--- config.mk ---
export PLATFORM = sky130hd
export DESIGN_NAME = saradc_scan_ctrl_flat
export DESIGN_NICKNAME = d
export VERILOG_FILES = /design/src/rtl/saradc_scan_ctrl_pkg.sv /design/src/rtl/saradc_scan_ctrl_if.sv /design/src/rtl/saradc_scan_ctrl_rr_arb.sv /design/src/rtl/saradc_scan_ctrl.sv /design/src/flat_wrapper.sv
export SDC_FILE = /design/constraint.sdc
export NUM_CORES = 1
export LEC_CHECK = 0
export BUFFER_PORTS_ARGS = -buffer_cell sky130_fd_sc_hd__buf_2
export CORE_AREA = 2 2 64 126
export CTS_CLUSTER_DIAMETER = 60
export DETAILED_ROUTE_END_ITERATION = 8
export DIE_AREA = 0 0 66 128
export PLACE_DENSITY = 0.44
export SETUP_SLACK_MARGIN = 0.3
export SYNTH_ARGS = -nofsm -noshare
export SYNTH_HDL_FRONTEND = slang
export SYNTH_SLANG_ARGS = --single-unit
--- constraint.sdc ---
create_clock -name clk -period 3.6 [get_ports clk]
set_input_delay 0.72 -clock clk [delete_from_list [all_inputs] [get_ports clk]]
set_output_delay 0.72 -clock clk [all_outputs]
set_load 0.01 [all_outputs]
--- src/rtl/saradc_scan_ctrl_pkg.sv ---
// Shared types and default sizing for the SAR ADC scan controller.
package saradc_ctrl_pkg;

  localparam int DEF_NBITS    = 5;
  localparam int DEF_NREQ     = 4;
  localparam int DEF_OSR_LOG2 = 2;
  localparam int DEF_TMO_CYC  = 255;

  typedef enum logic [1:0] {
    ST_IDLE,
    ST_START,
    ST_WAIT,
    ST_DONE
  } state_t;

  // Index width that stays legal for a single requester.
  function automatic int id_width(input int n);
    return (n > 1) ? $clog2(n) : 1;
  endfunction

endpackage

--- src/rtl/saradc_scan_ctrl_if.sv ---
// Requester and SAR-logic signals of the scan controller, bundled in one interface.
interface saradc_scan_ctrl_if
  import saradc_ctrl_pkg::*;
#(
  parameter int NBITS    = DEF_NBITS,
  parameter int NREQ     = DEF_NREQ,
  parameter int OSR_LOG2 = DEF_OSR_LOG2
);
  localparam int ID_W = id_width(NREQ);

  logic [NREQ-1:0]           req;
  logic [NREQ-1:0]           ack;
  logic [NBITS+OSR_LOG2-1:0] dout;
  logic [ID_W-1:0]           dout_id;
  logic                      err;
  logic                      busy;
  logic                      adc_go;
  logic                      adc_valid;
  logic [NBITS-1:0]          adc_result;

  // The controller is the slave of the requesters and drives the SAR logic.
  modport slave (
    input  req, adc_valid, adc_result,
    output ack, dout, dout_id, err, busy, adc_go
  );

  modport master (
    output req, adc_valid, adc_result,
    input  ack, dout, dout_id, err, busy, adc_go
  );

endinterface

--- src/rtl/saradc_scan_ctrl_rr_arb.sv ---
// Round-robin pick: first asserted request at or above ptr, wrapping past NREQ-1.
module saradc_rr_arb
  import saradc_ctrl_pkg::*;
#(
  parameter  int NREQ = DEF_NREQ,
  localparam int ID_W = id_width(NREQ)
) (
  input  logic [NREQ-1:0] req,
  input  logic [ID_W-1:0] ptr,
  output logic [ID_W-1:0] winner,
  output logic            valid
);
  localparam int IW = ID_W + 1;

  logic [IW-1:0] idx;

  // NOTE: every always_comb output gets a default before any branch, so no path can infer a latch.
  always_comb begin
    winner = '0;
    valid  = 1'b0;
    idx    = '0;
    for (int i = 0; i < NREQ; i++) begin
      idx = {1'b0, ptr} + IW'(i);
      if (idx >= IW'(NREQ)) idx = idx - IW'(NREQ);
      if (!valid && req[idx[ID_W-1:0]]) begin
        winner = idx[ID_W-1:0];
        valid  = 1'b1;
      end
    end
  end

endmodule

--- src/rtl/saradc_scan_ctrl.sv ---
// Round-robin scan controller: grants one requester, oversamples 2^OSR_LOG2 SAR
// conversions into a sum, and acknowledges it, with a per-conversion watchdog.
module saradc_scan_ctrl
  import saradc_ctrl_pkg::*;
#(
  parameter int NBITS    = DEF_NBITS,
  parameter int NREQ     = DEF_NREQ,
  parameter int OSR_LOG2 = DEF_OSR_LOG2,
  parameter int TMO_CYC  = DEF_TMO_CYC
) (
  input logic              clk,
  input logic              rst,
  saradc_scan_ctrl_if.slave bus
);
  localparam int ID_W  = id_width(NREQ);
  localparam int ACC_W = NBITS + OSR_LOG2;
  localparam int CNT_W = OSR_LOG2 + 1;
  localparam int WD_W  = $clog2(TMO_CYC + 1);

  localparam logic [CNT_W-1:0] BATCH    = CNT_W'(2 ** OSR_LOG2);
  localparam logic [WD_W-1:0]  WD_LIMIT = WD_W'(TMO_CYC);
  localparam logic [ID_W-1:0]  LAST_ID  = ID_W'(NREQ - 1);

  state_t            state_q, state_d;
  logic [ID_W-1:0]   grant_q, grant_d;
  logic [ID_W-1:0]   ptr_q, ptr_d;
  logic [ACC_W-1:0]  acc_q, acc_d;
  logic [CNT_W-1:0]  cnt_q, cnt_d;
  logic [WD_W-1:0]   wdog_q, wdog_d;
  logic              timeout;

  logic [ID_W-1:0]   arb_winner;
  logic              arb_valid;

  logic [NREQ-1:0]   ack_q;
  logic [ACC_W-1:0]  dout_q;
  logic [ID_W-1:0]   dout_id_q;
  logic              err_q, busy_q, adc_go_q;

  saradc_rr_arb #(.NREQ(NREQ)) u_arb (
    .req    (bus.req),
    .ptr    (ptr_q),
    .winner (arb_winner),
    .valid  (arb_valid)
  );

  always_comb begin
    state_d = state_q;
    grant_d = grant_q;
    ptr_d   = ptr_q;
    acc_d   = acc_q;
    cnt_d   = cnt_q;
    wdog_d  = wdog_q;
    timeout = 1'b0;
    unique case (state_q)
      ST_IDLE: begin
        if (arb_valid) begin
          grant_d = arb_winner;
          acc_d   = '0;
          cnt_d   = '0;
          wdog_d  = '0;
          state_d = ST_START;
        end
      end
      ST_START: begin
        // A VALID still high here belongs to the previous conversion; hold GO until it drops.
        wdog_d = wdog_q + 1'b1;
        if (wdog_d == WD_LIMIT) begin
          timeout = 1'b1;
          state_d = ST_DONE;
        end else if (!bus.adc_valid) begin
          state_d = ST_WAIT;
        end
      end
      ST_WAIT: begin
        wdog_d = wdog_q + 1'b1;
        if (bus.adc_valid) begin
          acc_d = acc_q + ACC_W'(bus.adc_result);
          cnt_d = cnt_q + 1'b1;
          if (cnt_d == BATCH) begin
            state_d = ST_DONE;
          end else begin
            state_d = ST_START;
            wdog_d  = '0;
          end
        end else if (wdog_d == WD_LIMIT) begin
          timeout = 1'b1;
          state_d = ST_DONE;
        end
      end
      ST_DONE: begin
        state_d = ST_IDLE;
        ptr_d   = (grant_q == LAST_ID) ? '0 : grant_q + 1'b1;
      end
      default: state_d = ST_IDLE;
    endcase
  end

  // Outputs are registered from the next state so each one tracks the state it belongs to.
  // NOTE: state registers use non-blocking assignments so every flop samples pre-edge values.
  always_ff @(posedge clk) begin
    if (rst) begin
      state_q   <= ST_IDLE;
      grant_q   <= '0;
      ptr_q     <= '0;
      acc_q     <= '0;
      cnt_q     <= '0;
      wdog_q    <= '0;
      ack_q     <= '0;
      dout_q    <= '0;
      dout_id_q <= '0;
      err_q     <= 1'b0;
      busy_q    <= 1'b0;
      adc_go_q  <= 1'b0;
    end else begin
      state_q  <= state_d;
      grant_q  <= grant_d;
      ptr_q    <= ptr_d;
      acc_q    <= acc_d;
      cnt_q    <= cnt_d;
      wdog_q   <= wdog_d;
      busy_q   <= (state_d != ST_IDLE);
      adc_go_q <= (state_d == ST_START);
      err_q    <= timeout;
      ack_q    <= (state_d == ST_DONE) ? (NREQ'(1) << grant_d) : '0;
      if (state_d == ST_DONE) begin
        dout_q    <= timeout ? '0 : acc_d;
        dout_id_q <= grant_d;
      end
    end
  end

  assign bus.ack     = ack_q;
  assign bus.dout    = dout_q;
  assign bus.dout_id = dout_id_q;
  assign bus.err     = err_q;
  assign bus.busy    = busy_q;
  assign bus.adc_go  = adc_go_q;

endmodule

--- src/flat_wrapper.sv ---
// flat-port wrapper written by rule: the top's interface ports become plain ports
module saradc_scan_ctrl_flat import saradc_ctrl_pkg::*;
#(
  parameter int NBITS    = DEF_NBITS,
  parameter int NREQ     = DEF_NREQ,
  parameter int OSR_LOG2 = DEF_OSR_LOG2,
  parameter int TMO_CYC  = DEF_TMO_CYC
)
  (clk, rst, bus_req, bus_adc_valid, bus_adc_result, bus_ack, bus_dout, bus_dout_id, bus_err, bus_busy, bus_adc_go);
  saradc_scan_ctrl_if #(.NBITS(NBITS), .NREQ(NREQ), .OSR_LOG2(OSR_LOG2)) bus_i ();
  input logic clk;
  input logic rst;
  input wire logic [$bits(bus_i.req)-1:0] bus_req;
  input wire logic [$bits(bus_i.adc_valid)-1:0] bus_adc_valid;
  input wire logic [$bits(bus_i.adc_result)-1:0] bus_adc_result;
  output wire logic [$bits(bus_i.ack)-1:0] bus_ack;
  output wire logic [$bits(bus_i.dout)-1:0] bus_dout;
  output wire logic [$bits(bus_i.dout_id)-1:0] bus_dout_id;
  output wire logic [$bits(bus_i.err)-1:0] bus_err;
  output wire logic [$bits(bus_i.busy)-1:0] bus_busy;
  output wire logic [$bits(bus_i.adc_go)-1:0] bus_adc_go;
  assign bus_i.req = bus_req;
  assign bus_i.adc_valid = bus_adc_valid;
  assign bus_i.adc_result = bus_adc_result;
  assign bus_ack = bus_i.ack;
  assign bus_dout = bus_i.dout;
  assign bus_dout_id = bus_i.dout_id;
  assign bus_err = bus_i.err;
  assign bus_busy = bus_i.busy;
  assign bus_adc_go = bus_i.adc_go;
  saradc_scan_ctrl #(.NBITS(NBITS), .NREQ(NREQ), .OSR_LOG2(OSR_LOG2), .TMO_CYC(TMO_CYC)) u_core (.clk(clk), .rst(rst), .bus(bus_i));
endmodule
==> out/results.env <==
REPORT.FINAL.SLEW_VIOL_COUNT=0
NUMBER_OF_PORTS_PLACED_ON_THE_DIE_BOUNDARY=28
GP_CONGESTION=0.733
MAX_CAP_VIOLATIONS=0
YS_ASYNC_SR_FRACTION_PCT=0
CLOCK_NET_SINK_COUNT=40
TIMING.MAX_SLEW.REL_SLACK_PCT=39.8
PLACEMENT.CELL_AREA_SQ_MM=0.00240
CLOCK_PATH_BUFFERS=2
LAUNCHING_ELEMENT_TYPE_OF_THE_CRITICAL_PATH='flop'
FP.COREAREA_SQ_MM=0.00754
POST_CTS_HOLD_BUFFER_COUNT=0
CRITICAL_PATH_REQUIRED_NS=3.81
END_KIND='flop'
SYNTH-EDFF-COUNT=0
POST-PLACE-CELLS=371
HOLD_WS_NS=0.463
UNREPAIRED_SETUP_ENDPOINTS_AFTER_GLOBAL_ROUTING='false'
DIODES=0
PORTBUFFERS=27
INITIAL_UTILIZATION_PCT=28.9
SWITCHING_SHARE_PCT=31.1
TOTALWIRELENGTH_MM=5.45
ROUTE.DETAILED.DRC=0
WORSTREG2REGSTART='u_core.state_q[1]'
POST_ROUTE_CLOCK_SKEW_NS=0.00523
SYNTHFLOPTYPE='dfxtp_1'
BUSIEST_LAYER='met2'
DIE_WIDTH_UM=66
SYNTH_CELL_TYPES=55
FRACTION_OF_MET1_TRACKS_USED_BY_GLOBAL_ROUTING_PCT=14.4
SYNTHESIS.AREA_SQ_MM=0.00218
CLOCK_POWER_SHARE_PCT=36.9
SETUP_TNS_NS=0
WORST_PIN_SLEW_NS=0.897
POWER.DENSITY_CELL_AREA_mW_PER_MM2=483
SYN_AVG_CELL_AREA_SQ_UM=8.48
GRTUSAGEMET2_PCT=26.1
WORST_IR_DROP_VDD_V=0.000249
TOTAL_SWITCHING_POWER_mW=0.382
CTS_TREE='done'
VIAS_PER_CELL=4.90
P_INT_mW=0.848
HOLD_PATH.STARTPOINT='u_core.bus.dout_id[0]'
AREA_GROWTH_PCT=17.0
SYNTH-SEQ-CELLS=40
ROW_COUNT=45
SETUP_VIOL=0
SETUP_WS_FINAL_NS=0.871
CLOCK_INSERTION_DELAY_WORST_SKEW_NS=0.29
CLK_TRANSITION_REPORTED_PATHS_NS=0.06
GRT_USAGE_PCT=14.0
TIMING.CRITICAL_PATH.FROM='u_core.state_q[1]'
GRT_ANTENNA_BEFORE_REPAIR=0
GRT_PASS1_WL_MM=8.90
NNETSFINAL=311
CTS_MADE_BUFFERS=5
MAXCLOCKFREQUENCY_MHz=366
CP_DATA_ARRIVAL_TIME_NS=2.94
DRT-WIRELENGTH-PER-CELL_UM=14.4
PATH_CLASS='reg -> reg'
REGISTER_AREA_SHARE_AFTER_SYNTHESIS_PCT=36.8
PIN_COUNT_OF_THE_BIGGEST_NET_ENTERING_GLOBAL_ROUTING=31
FIRST_ITER_VIOLATIONS=42
HOLDCRITPATHCLASS='reg -> reg'
DIE_H_UM=128
FINALHOLDVIOLCOUNT=0
SYNTHESIS.INSTANCES=257
ANT_NETS=0
FIRST_GLOBAL_VIAS=1830
SYNTH_NETS=284
POWER_FRAC_COMB_PCT=23.6
CLOCK_ROOT_BUFFER='clkbuf_16'
TOTAL_LEAKAGE_POWER_nW=0.993
FIN_CRIT_NS=2.73
POST_CTS_RESIZED=0
DPL_HPWL_MM=4.15
FINALNONFILLERCELLS=379
WORSTPATHMAXFANOUT=16
CLOCK_H_TREE_LEVELS=2
DIE_AREA_SQ_MM=0.00845
POST_CTS_BUFFERS=0
DRIVE_GT1_SHARE_PCT=16.1
VIAS=1856
DP_WORST_SETUP_SLACK_NS=0.795
FIN_AREA_SQ_MM=0.00255
FINAL_PERIOD_UTIL_PCT=75.8
USE_MET3_PCT=2.55
DRT-PASS1-ITER-COUNT=4
RUN_STATUS='completed'
SEQUENTIALPOWERSHARE_PCT=39.5
YOSYS_WARNINGS=0
GRT_OVERFLOW=0
-- critical path, stage by stage, from the launching register on --
cell and delay, ns:
dfxtp_1 0.44, ha_1 0.55, nor2b_1 0.20, o21ai_0 0.12
a221oi_1 0.37, o21ai_1 0.35, or3_1 0.47, a21oi_1 0.15
-- metrics by stage --
step,util (%),power (mW)
2_1_floorplan,-,0.712
3_3_place_gp,31.8,0.788
3_5_place_dp,31.8,0.787
4_1_cts,33.8,1.24
5_1_grt,33.8,1.30
6_report,33.8,1.23
-- logic make-up after synthesis --
kind of cell	share of synthesized area [%]
AND/OR/NAND/NOR	23.3
AO/OA/AOI/OAI	20.8
flip-flops	36.8
buffers and inverters	4.25
adder cells (fa/ha/maj)	8.96
multiplexers	4.37
XOR/XNOR	1.61
-- placed cells by master, fill, tap and decap left out, types with 2 or more instances in the layout --
cell       instances
buf_2             27
a31o_2             3
nand3b_1           4
clkbuf_1           2
a21oi_1           20
nand2b_1           4
a22oi_1            5
clkbuf_16          5
and2_1             5
o21a_1             2
mux2i_1            5
xnor2_1            3
or3_1              5
nor2_1            33
nor3_1             4
inv_1             12
ha_1              14
mux2_2             2
o21ai_0           16
nand2_1           18
nor2b_1            6
nand3_1           12
a221oi_1           3
o2bb2ai_1          2
dfxtp_1           40
o211ai_1           2
buf_4              2
-- power groups by stage --
stage | logic (mW) | registers [mW] | clock network (mW)
floorplan | 0.216 | 0.496 | 0
CTS | 0.292 | 0.486 | 0.466
finish | 0.290 | 0.486 | 0.454
detailed placement | 0.291 | 0.496 | 0
global route | 0.323 | 0.489 | 0.485
global placement | 0.292 | 0.496 | 0
-- layer usage --
| metal | share of wire (%) | vias up |
|---|---|---|
| met5 | 0 | - |
| met4 | 2.3 | 0 |
| met3 | 2.8 | 6 |
| met2 | 56 | 21 |
| met1 | 39 | 867 |
| li1 | - | 962 |
-- layout make-up --
cell class | count | area (sq um)
fill | 836 | 5000
clock buffer | 8 | 146
inverter | 13 | 48.8
timing repair buffer | 29 | 150
multi-input combinational | 195 | 1280
tap | 94 | 118
sequential | 40 | 801
-- flip-flops by register name (all words and copies together), names as in the netlist --
register            cells
u_core.acc_q            7
u_core.bus.adc_go       1
u_core.bus.busy         1
u_core.state_q          2
u_core.cnt_q            3
u_core.grant_q          2
u_core.bus.dout         7
u_core.wdog_q           8
u_core.bus.dout_id      2
u_core.bus.err          1
u_core.ptr_q            2
u_core.bus.ack          4
-- cells in the mapped netlist (all sizes together), types with 2 or more instances --
cell type | n | share of area [%]
o21ai | 17 | 3.9
o211ai | 2 | 0.69
a21oi | 21 | 5.0
o2bb2ai | 2 | 0.80
mux2i | 6 | 3.3
or4 | 2 | 0.86
nor3 | 4 | 0.92
clkbuf | 5 | 0.86
nand3b | 4 | 1.4
ha | 14 | 8.0
nor2b | 6 | 1.7
a22oi | 5 | 1.7
nand2b | 4 | 1.1
or3 | 6 | 2.0
buf | 4 | 1.1
inv | 12 | 2.1
a221oi | 3 | 1.2
nor2 | 33 | 5.7
dfxtp | 40 | 37
xnor2 | 3 | 1.2
and2 | 5 | 1.4
nand3 | 12 | 2.8
a31o | 3 | 1.2
nand2 | 18 | 3.1
o21a | 2 | 0.69
mux2 | 2 | 1.0
-- final timing paths --
| check | cells after the start | end | slack, ns |
|---|---|---|---|
| hold / removal | 2 | u_core.bus.dout_id[0] | 0.46 |
| hold reg to reg | 2 | u_core.bus.dout_id[0] | 0.46 |
| setup / recovery | 7 | u_core.bus.dout[3] | 0.87 |
| setup reg to reg | 7 | u_core.bus.dout[3] | 0.87 |
Note: power is estimated with default switching activity, not from simulation.
